## config.mk

```make
export PLATFORM = sky130hd
export DESIGN_NAME = mitchell_mult_pipe
export DESIGN_NICKNAME = d
export VERILOG_FILES = /design/src/rtl/mitchell_mult_pipe.sv
export SDC_FILE = /design/constraint.sdc
export NUM_CORES = 1
export LEC_CHECK = 0
export ABC_AREA = 1
export CAP_MARGIN = 20
export CORE_ASPECT_RATIO = 1.25
export CORE_UTILIZATION = 60
export DETAILED_ROUTE_END_ITERATION = 12
export PLACE_DENSITY = 0.84
export SLEW_MARGIN = 20
export SYNTH_ARGS = -nofsm -noshare
export SYNTH_HDL_FRONTEND = slang
export SYNTH_SLANG_ARGS = --single-unit
export TNS_END_PERCENT = 50
```

## constraint.sdc

```tcl
create_clock -name clk_i -period 6.35 [get_ports clk_i]
set_input_delay 1.5875 -clock clk_i [delete_from_list [all_inputs] [get_ports clk_i]]
set_output_delay 1.5875 -clock clk_i [all_outputs]
set_load 0.02 [all_outputs]
```

## src/rtl/mitchell_mult_pipe.sv

```systemverilog
// Pipelined Mitchell logarithmic multiplier for signed/unsigned (N+1)-bit operands.
// Three register stages: sign/magnitude, log-domain add, antilog/sign.
// Stages hold together when the output is stalled and advance together otherwise.
// Optional build macro MITCHELL_ERRCOMP_EN adds a one-region error-compensation
// constant to the log-domain fraction when the fraction sum does not carry.
module mitchell_mult_pipe #(
    parameter int N     = 8,
    parameter int TAG_W = 4
) (
    input  logic             clk_i,
    input  logic             rst_i,
    input  logic             in_valid_i,
    output logic             in_ready_o,
    input  logic             signed_i,
    input  logic [N:0]       x_i,
    input  logic [N:0]       y_i,
    input  logic [TAG_W-1:0] tag_i,
    output logic             out_valid_o,
    input  logic             out_ready_i,
    output logic [2*N:0]     p_o,
    output logic [TAG_W-1:0] tag_o,
    output logic             busy_o
);

    localparam int KW = $clog2(N);   // leading-one position width
    localparam int FW = N - 1;       // fraction width
    localparam int LW = KW + N;      // log-sum width (exponent gets one extra bit)
    localparam int PW = 2 * N + 1;   // product width

`ifdef MITCHELL_ERRCOMP_EN
    localparam int ERRC_SH = (N >= 5) ? (N - 5) : 0;
    // 1/16 of the fraction's unit weight; below the LSB (so nothing) when N < 5
    localparam logic [LW-1:0] ERRC = (N >= 5) ? (LW'(1) << ERRC_SH) : LW'(0);
`endif

    // |v| in N bits; the single unrepresentable value -2^N clamps to 2^N-1
    function automatic logic [N-1:0] magnitude(input logic [N:0] v, input logic is_signed);
        logic [N:0] neg;
        neg = -v;
        if (is_signed && v[N]) begin
            if (neg[N]) magnitude = '1;
            else        magnitude = neg[N-1:0];
        end else begin
            magnitude = v[N-1:0];
        end
    endfunction

    // Position of the most significant set bit (0 when m is zero)
    function automatic logic [KW-1:0] lead_one(input logic [N-1:0] m);
        lead_one = '0;
        for (int i = 0; i < N; i++) begin
            if (m[i]) lead_one = KW'(i);
        end
    endfunction

    // Bits below the leading one, left-aligned into the fraction field
    function automatic logic [FW-1:0] frac_of(input logic [N-1:0] m, input logic [KW-1:0] k);
        logic [N-1:0] sh;
        sh = m << ((N - 1) - int'(k));
        frac_of = sh[FW-1:0];
    endfunction

    // log2(a) + log2(b) as {exponent, fraction}; fraction carry ripples into the exponent
    function automatic logic [LW-1:0] log_sum(input logic [N-1:0] ma, input logic [N-1:0] mb);
        logic [KW-1:0] ka, kb;
        logic [FW-1:0] fa, fb;
        logic [LW-1:0] sum;
`ifdef MITCHELL_ERRCOMP_EN
        logic [FW:0]   fsum;
`endif
        ka  = lead_one(ma);
        kb  = lead_one(mb);
        fa  = frac_of(ma, ka);
        fb  = frac_of(mb, kb);
        sum = {1'b0, ka, fa} + {1'b0, kb, fb};
`ifdef MITCHELL_ERRCOMP_EN
        fsum = {1'b0, fa} + {1'b0, fb};
        if (!fsum[FW]) sum = sum + ERRC;
`endif
        return sum;
    endfunction

    // 2^Lk * (1 + Lf): shift the mantissa {1,Lf} about its binary point, truncating
    function automatic logic [2*N-1:0] antilog(input logic [KW:0] lk, input logic [FW-1:0] lf);
        logic [2*N-1:0] mant;
        mant = {{N{1'b0}}, 1'b1, lf};
        if (int'(lk) >= N - 1) antilog = mant << (int'(lk) - (N - 1));
        else                   antilog = mant >> ((N - 1) - int'(lk));
    endfunction

    // Two's-complement product from magnitude, sign and zero flag
    function automatic logic signed [PW-1:0] apply_sign(input logic [2*N-1:0] mag,
                                                        input logic neg, input logic zero);
        logic signed [PW-1:0] sm;
        sm = signed'({1'b0, mag});
        if (zero)     apply_sign = '0;
        else if (neg) apply_sign = -sm;
        else          apply_sign = sm;
    endfunction

    logic                    stall, advance;
    logic                    vld_p1_q, vld_p1_d, vld_p2_q, vld_p2_d, vld_p3_q, vld_p3_d;
    logic                    sa_p1_q, sa_p1_d, sb_p1_q, sb_p1_d, zero_p1_q, zero_p1_d;
    logic [N-1:0]            mag_a_p1_q, mag_a_p1_d, mag_b_p1_q, mag_b_p1_d;
    logic [TAG_W-1:0]        tag_p1_q, tag_p1_d;
    logic                    sa_p2_q, sa_p2_d, sb_p2_q, sb_p2_d, zero_p2_q, zero_p2_d;
    logic [LW-1:0]           l_p2_q, l_p2_d;
    logic [TAG_W-1:0]        tag_p2_q, tag_p2_d;
    logic signed [PW-1:0]    p_q, p_d;
    logic [TAG_W-1:0]        tag_q, tag_d;

    assign stall       = vld_p3_q & ~out_ready_i;
    assign advance     = ~stall;
    assign in_ready_o  = advance;
    assign out_valid_o = vld_p3_q;
    assign p_o         = p_q;
    assign tag_o       = tag_q;
    assign busy_o      = vld_p1_q | vld_p2_q | vld_p3_q;

    // Next-state for all three stages; everything holds while stalled
    always_comb begin
        vld_p1_d   = vld_p1_q;
        sa_p1_d    = sa_p1_q;
        sb_p1_d    = sb_p1_q;
        zero_p1_d  = zero_p1_q;
        mag_a_p1_d = mag_a_p1_q;
        mag_b_p1_d = mag_b_p1_q;
        tag_p1_d   = tag_p1_q;
        vld_p2_d   = vld_p2_q;
        sa_p2_d    = sa_p2_q;
        sb_p2_d    = sb_p2_q;
        zero_p2_d  = zero_p2_q;
        l_p2_d     = l_p2_q;
        tag_p2_d   = tag_p2_q;
        vld_p3_d   = vld_p3_q;
        p_d        = p_q;
        tag_d      = tag_q;
        if (advance) begin
            // S1: sign and magnitude
            vld_p1_d = in_valid_i;
            if (in_valid_i) begin
                sa_p1_d    = signed_i & x_i[N];
                sb_p1_d    = signed_i & y_i[N];
                mag_a_p1_d = magnitude(x_i, signed_i);
                mag_b_p1_d = magnitude(y_i, signed_i);
                zero_p1_d  = (mag_a_p1_d == '0) | (mag_b_p1_d == '0);
                tag_p1_d   = tag_i;
            end
            // S2: leading-one detect, normalise, log-domain add
            vld_p2_d = vld_p1_q;
            if (vld_p1_q) begin
                sa_p2_d   = sa_p1_q;
                sb_p2_d   = sb_p1_q;
                zero_p2_d = zero_p1_q;
                l_p2_d    = log_sum(mag_a_p1_q, mag_b_p1_q);
                tag_p2_d  = tag_p1_q;
            end
            // S3: antilog and sign; p_o keeps the last result across bubbles
            vld_p3_d = vld_p2_q;
            if (vld_p2_q) begin
                p_d   = apply_sign(antilog(l_p2_q[LW-1:FW], l_p2_q[FW-1:0]),
                                   sa_p2_q ^ sb_p2_q, zero_p2_q);
                tag_d = tag_p2_q;
            end
        end
    end

    // Stage valids and the visible output registers, cleared by reset
    always_ff @(posedge clk_i or posedge rst_i) begin
        if (rst_i) begin
            vld_p1_q <= 1'b0;
            vld_p2_q <= 1'b0;
            vld_p3_q <= 1'b0;
            p_q      <= '0;
            tag_q    <= '0;
        end else begin
            vld_p1_q <= vld_p1_d;
            vld_p2_q <= vld_p2_d;
            vld_p3_q <= vld_p3_d;
            p_q      <= p_d;
            tag_q    <= tag_d;
        end
    end

    // Internal stage data, qualified by the stage valids so no reset is needed
    always_ff @(posedge clk_i) begin
        sa_p1_q    <= sa_p1_d;
        sb_p1_q    <= sb_p1_d;
        zero_p1_q  <= zero_p1_d;
        mag_a_p1_q <= mag_a_p1_d;
        mag_b_p1_q <= mag_b_p1_d;
        tag_p1_q   <= tag_p1_d;
        sa_p2_q    <= sa_p2_d;
        sb_p2_q    <= sb_p2_d;
        zero_p2_q  <= zero_p2_d;
        l_p2_q     <= l_p2_d;
        tag_p2_q   <= tag_p2_d;
    end

endmodule

```

==> metrics <==
status=finished clean; Worst Tran Pin Value=973.8 ps; Final Non-Filler Cells=788; Longest Clk Path Bufs=2; pwr/cell area=439.2 nW/um^2; clk_lat worst skew=350 ps; TritonCTS Buffers=9; ANT nets after route=0; first-pass GRT wire length=17.91 mm; Worst path top cell family by delay=buffers and inverters; synthesized instance count=643; # hold bufs at CTS=0; HP Class=flop to flop; met2 usage=0.4955; GRT met3 Usage=0.06667; area share of the largest cell type after synthesis=0.2605; initial antenna violation count=0; I/O Pins=51; Area contributors post-synth=edfxtp_1, nand2_1, dfrtp_1; cell-internal power=1249 uW; clock power share=0.148; htree depth=3; largest net degree at the start of global routing=25; Initial Util=0.6312; CP bufs+invs=3; busiest layer in global routing=met2; CP startpoint kind=primary input; Mapped Avg Cell Area=7.352 um^2; DR vias=4495; leakage=0.002536 uW; ys flop type=edfxtp_1; Post-Syn Nets=685; post-cts resize count=0; Area growth syn-to-layout=15.33%; layout cells sized above 1=0.07615; Crit Path Class=primary input to output port; Worst slew margin=0.3440; met1 usage=0.2940; Tot GR Track Use=0.2811; clock root buffer=clkbuf_8; register area share after synthesis=0.3875; routed len/inst=13.27 um; Post-synth top cells=nand2_1, inv_1, nand3_1; Final Wtd Congestion=0.9248; top-count cell post-synth=nand2_1; Critical Path RT=4760 ps; most frequent CP cell=clkdlybuf4s50_1; core area=7488 um^2; fin crit share=0.6964; hold_ws=427.3 ps; WL final=10.46 mm; Seq pwr share=0.280; Worst Setup End Kind=output port; die width=81.39 um; row count=35; setup repair bufs after CTS=0; CTS tree=done; Setup TNS Final=0 ps; FF+latch count, synth=65; vias in the first global route=4311; MaxCap Viol Count=0; DP Cell Count=772; CTS sink count=65; CP Max Fanout=5; CP max-delay cell=clkdlybuf4s50_1; antenna cells=0; CP cell instances=clkdlybuf4s50_1, nor2_1, inv_1, clkdlybuf4s50_1; mapped cell area=4727 um^2; Async S/R FF share, synth=0.3692; overall die area=8240 um^2; power share of the combinational group=0.572; EDFF count, synth=41; synth unique cells=39; Net Sw Frac=0.4785; fmax=226.1 MHz; # DRC=0; Tot Pwr=2394 uW; final setup fails=0; DIE HEIGHT=101.2 um; Congestion Overflow GR=0; Synth area leader=edfxtp_1; min Tclk post-route=4422 ps; yosys warns=0; I/O Buffers=50; worst vdd ir=0.2493 mV; Via density=5.704; DR iter-0 viols=270; fin nets=733; Pins Over Slew Limit=0; RSZ-0062 raised after global routing=no; Switch Pwr=1146 uW; arrival time worst endpoint=2830 ps; Reg clk slew, reported paths=80 ps; Fin. Hold Viols=0; fillers=589; HPWL Detailed=7.993 mm; max incr delay on CP=620 ps; drt pass-1 iters=5; Setup Skew=12.80 ps
## layer usage
layer / share of wire / vias up
li1: - / 2232
met1: 0.38 / 2072
met2: 0.54 / 150
met3: 0.035 / 41
met4: 0.042 / 0
met5: 0 / -
## sequential cells by signal, summed over array words and instances, names as in the netlist, 4 cells and up
signal      count
l_p2_q         11
mag_a_p1_q      8
p_o            17
tag_p2_q        4
tag_o           4
tag_p1_q        4
mag_b_p1_q      8
## through the flow
stage | cell area (um^2) | worst slack [ps] | utilization
global placement | 5249 | 1936 | 0.7009
finish | 5451 | 1928 | 0.7280
CTS | 5451 | 1926 | 0.7280
floorplan | 4727 | 2875 | -
detailed placement | 5249 | 1929 | 0.7009
global route | 5451 | 1876 | 0.7280
## logic make-up (layout without fill, tap and decap cells)
kind of cell,after synthesis,in the layout,synth area share
xor gates and xnor gates,20,20,0.03706
and+or+nand+nor,352,352,0.3370
DFF,65,65,0.3875
buffers and inverters,104,157,0.09291
adders and majority gates,15,15,0.04129
AOI/OAI and AO/OA,87,87,0.1043
## cell type report
type | count | area, um^2 | share of cell area
repair buffers | 51 | 508.0 | 0.09318
inverters | 90 | 337.8 | 0.06197
clock buffers | 10 | 148.9 | 0.02731
multi-input cells | 474 | 2456 | 0.4505
clock inverters | 6 | 53.80 | 0.009869
well taps | 92 | 115.1 | 0.02112
flip-flops and latches | 65 | 1832 | 0.3360
## placed cells by master (no fill, tap or decap), types with 2 or more instances in the layout
cell / n
nor2_2: 4
a31oi_1: 3
o21ai_1: 11
o32ai_1: 2
o211ai_1: 4
inv_1: 77
ha_1: 14
o221ai_1: 2
clkinv_1: 2
nand2_2: 6
nand3_2: 7
clkdlybuf4s50_1: 50
o21ai_0: 37
edfxtp_1: 41
nand3b_1: 4
xor2_1: 11
inv_2: 11
nor3_1: 14
dfrtp_1: 24
o21bai_1: 2
inv_6: 4
clkbuf_8: 9
a21oi_1: 21
xnor2_1: 9
nand3_1: 64
nor2_1: 51
nand2_1: 178
nand2_4: 2
and2_1: 2
nand4_1: 15
nor2_4: 4
## path summary, 6_finish.rpt
kind / slack [ps] / to / cells after the start / start
max: 1930 / in_ready_o / 4 / out_ready_i
min: 430 / sb_p2_q / 0 / sb_p1_q
max reg2reg: 2470 / l_p2_q[8] / 14 / mag_a_p1_q[6]
min reg2reg: 430 / sb_p2_q / 0 / sb_p1_q
max in group asynchronous: 4070 / p_o[3] / 2 / rst_i
min in group asynchronous: 1730 / p_o[9] / 2 / rst_i
## power groups by stage
stage                     Clock, uW  Sequential, uW  Combinational, uW
after floorplan                   0             722                959
after global placement            0             672               1300
after detailed placement          0             676               1340
after CTS                       359             668               1350
after global routing            377             681               1550
final                           354             670               1370
(Power assumes the default switching activity.)
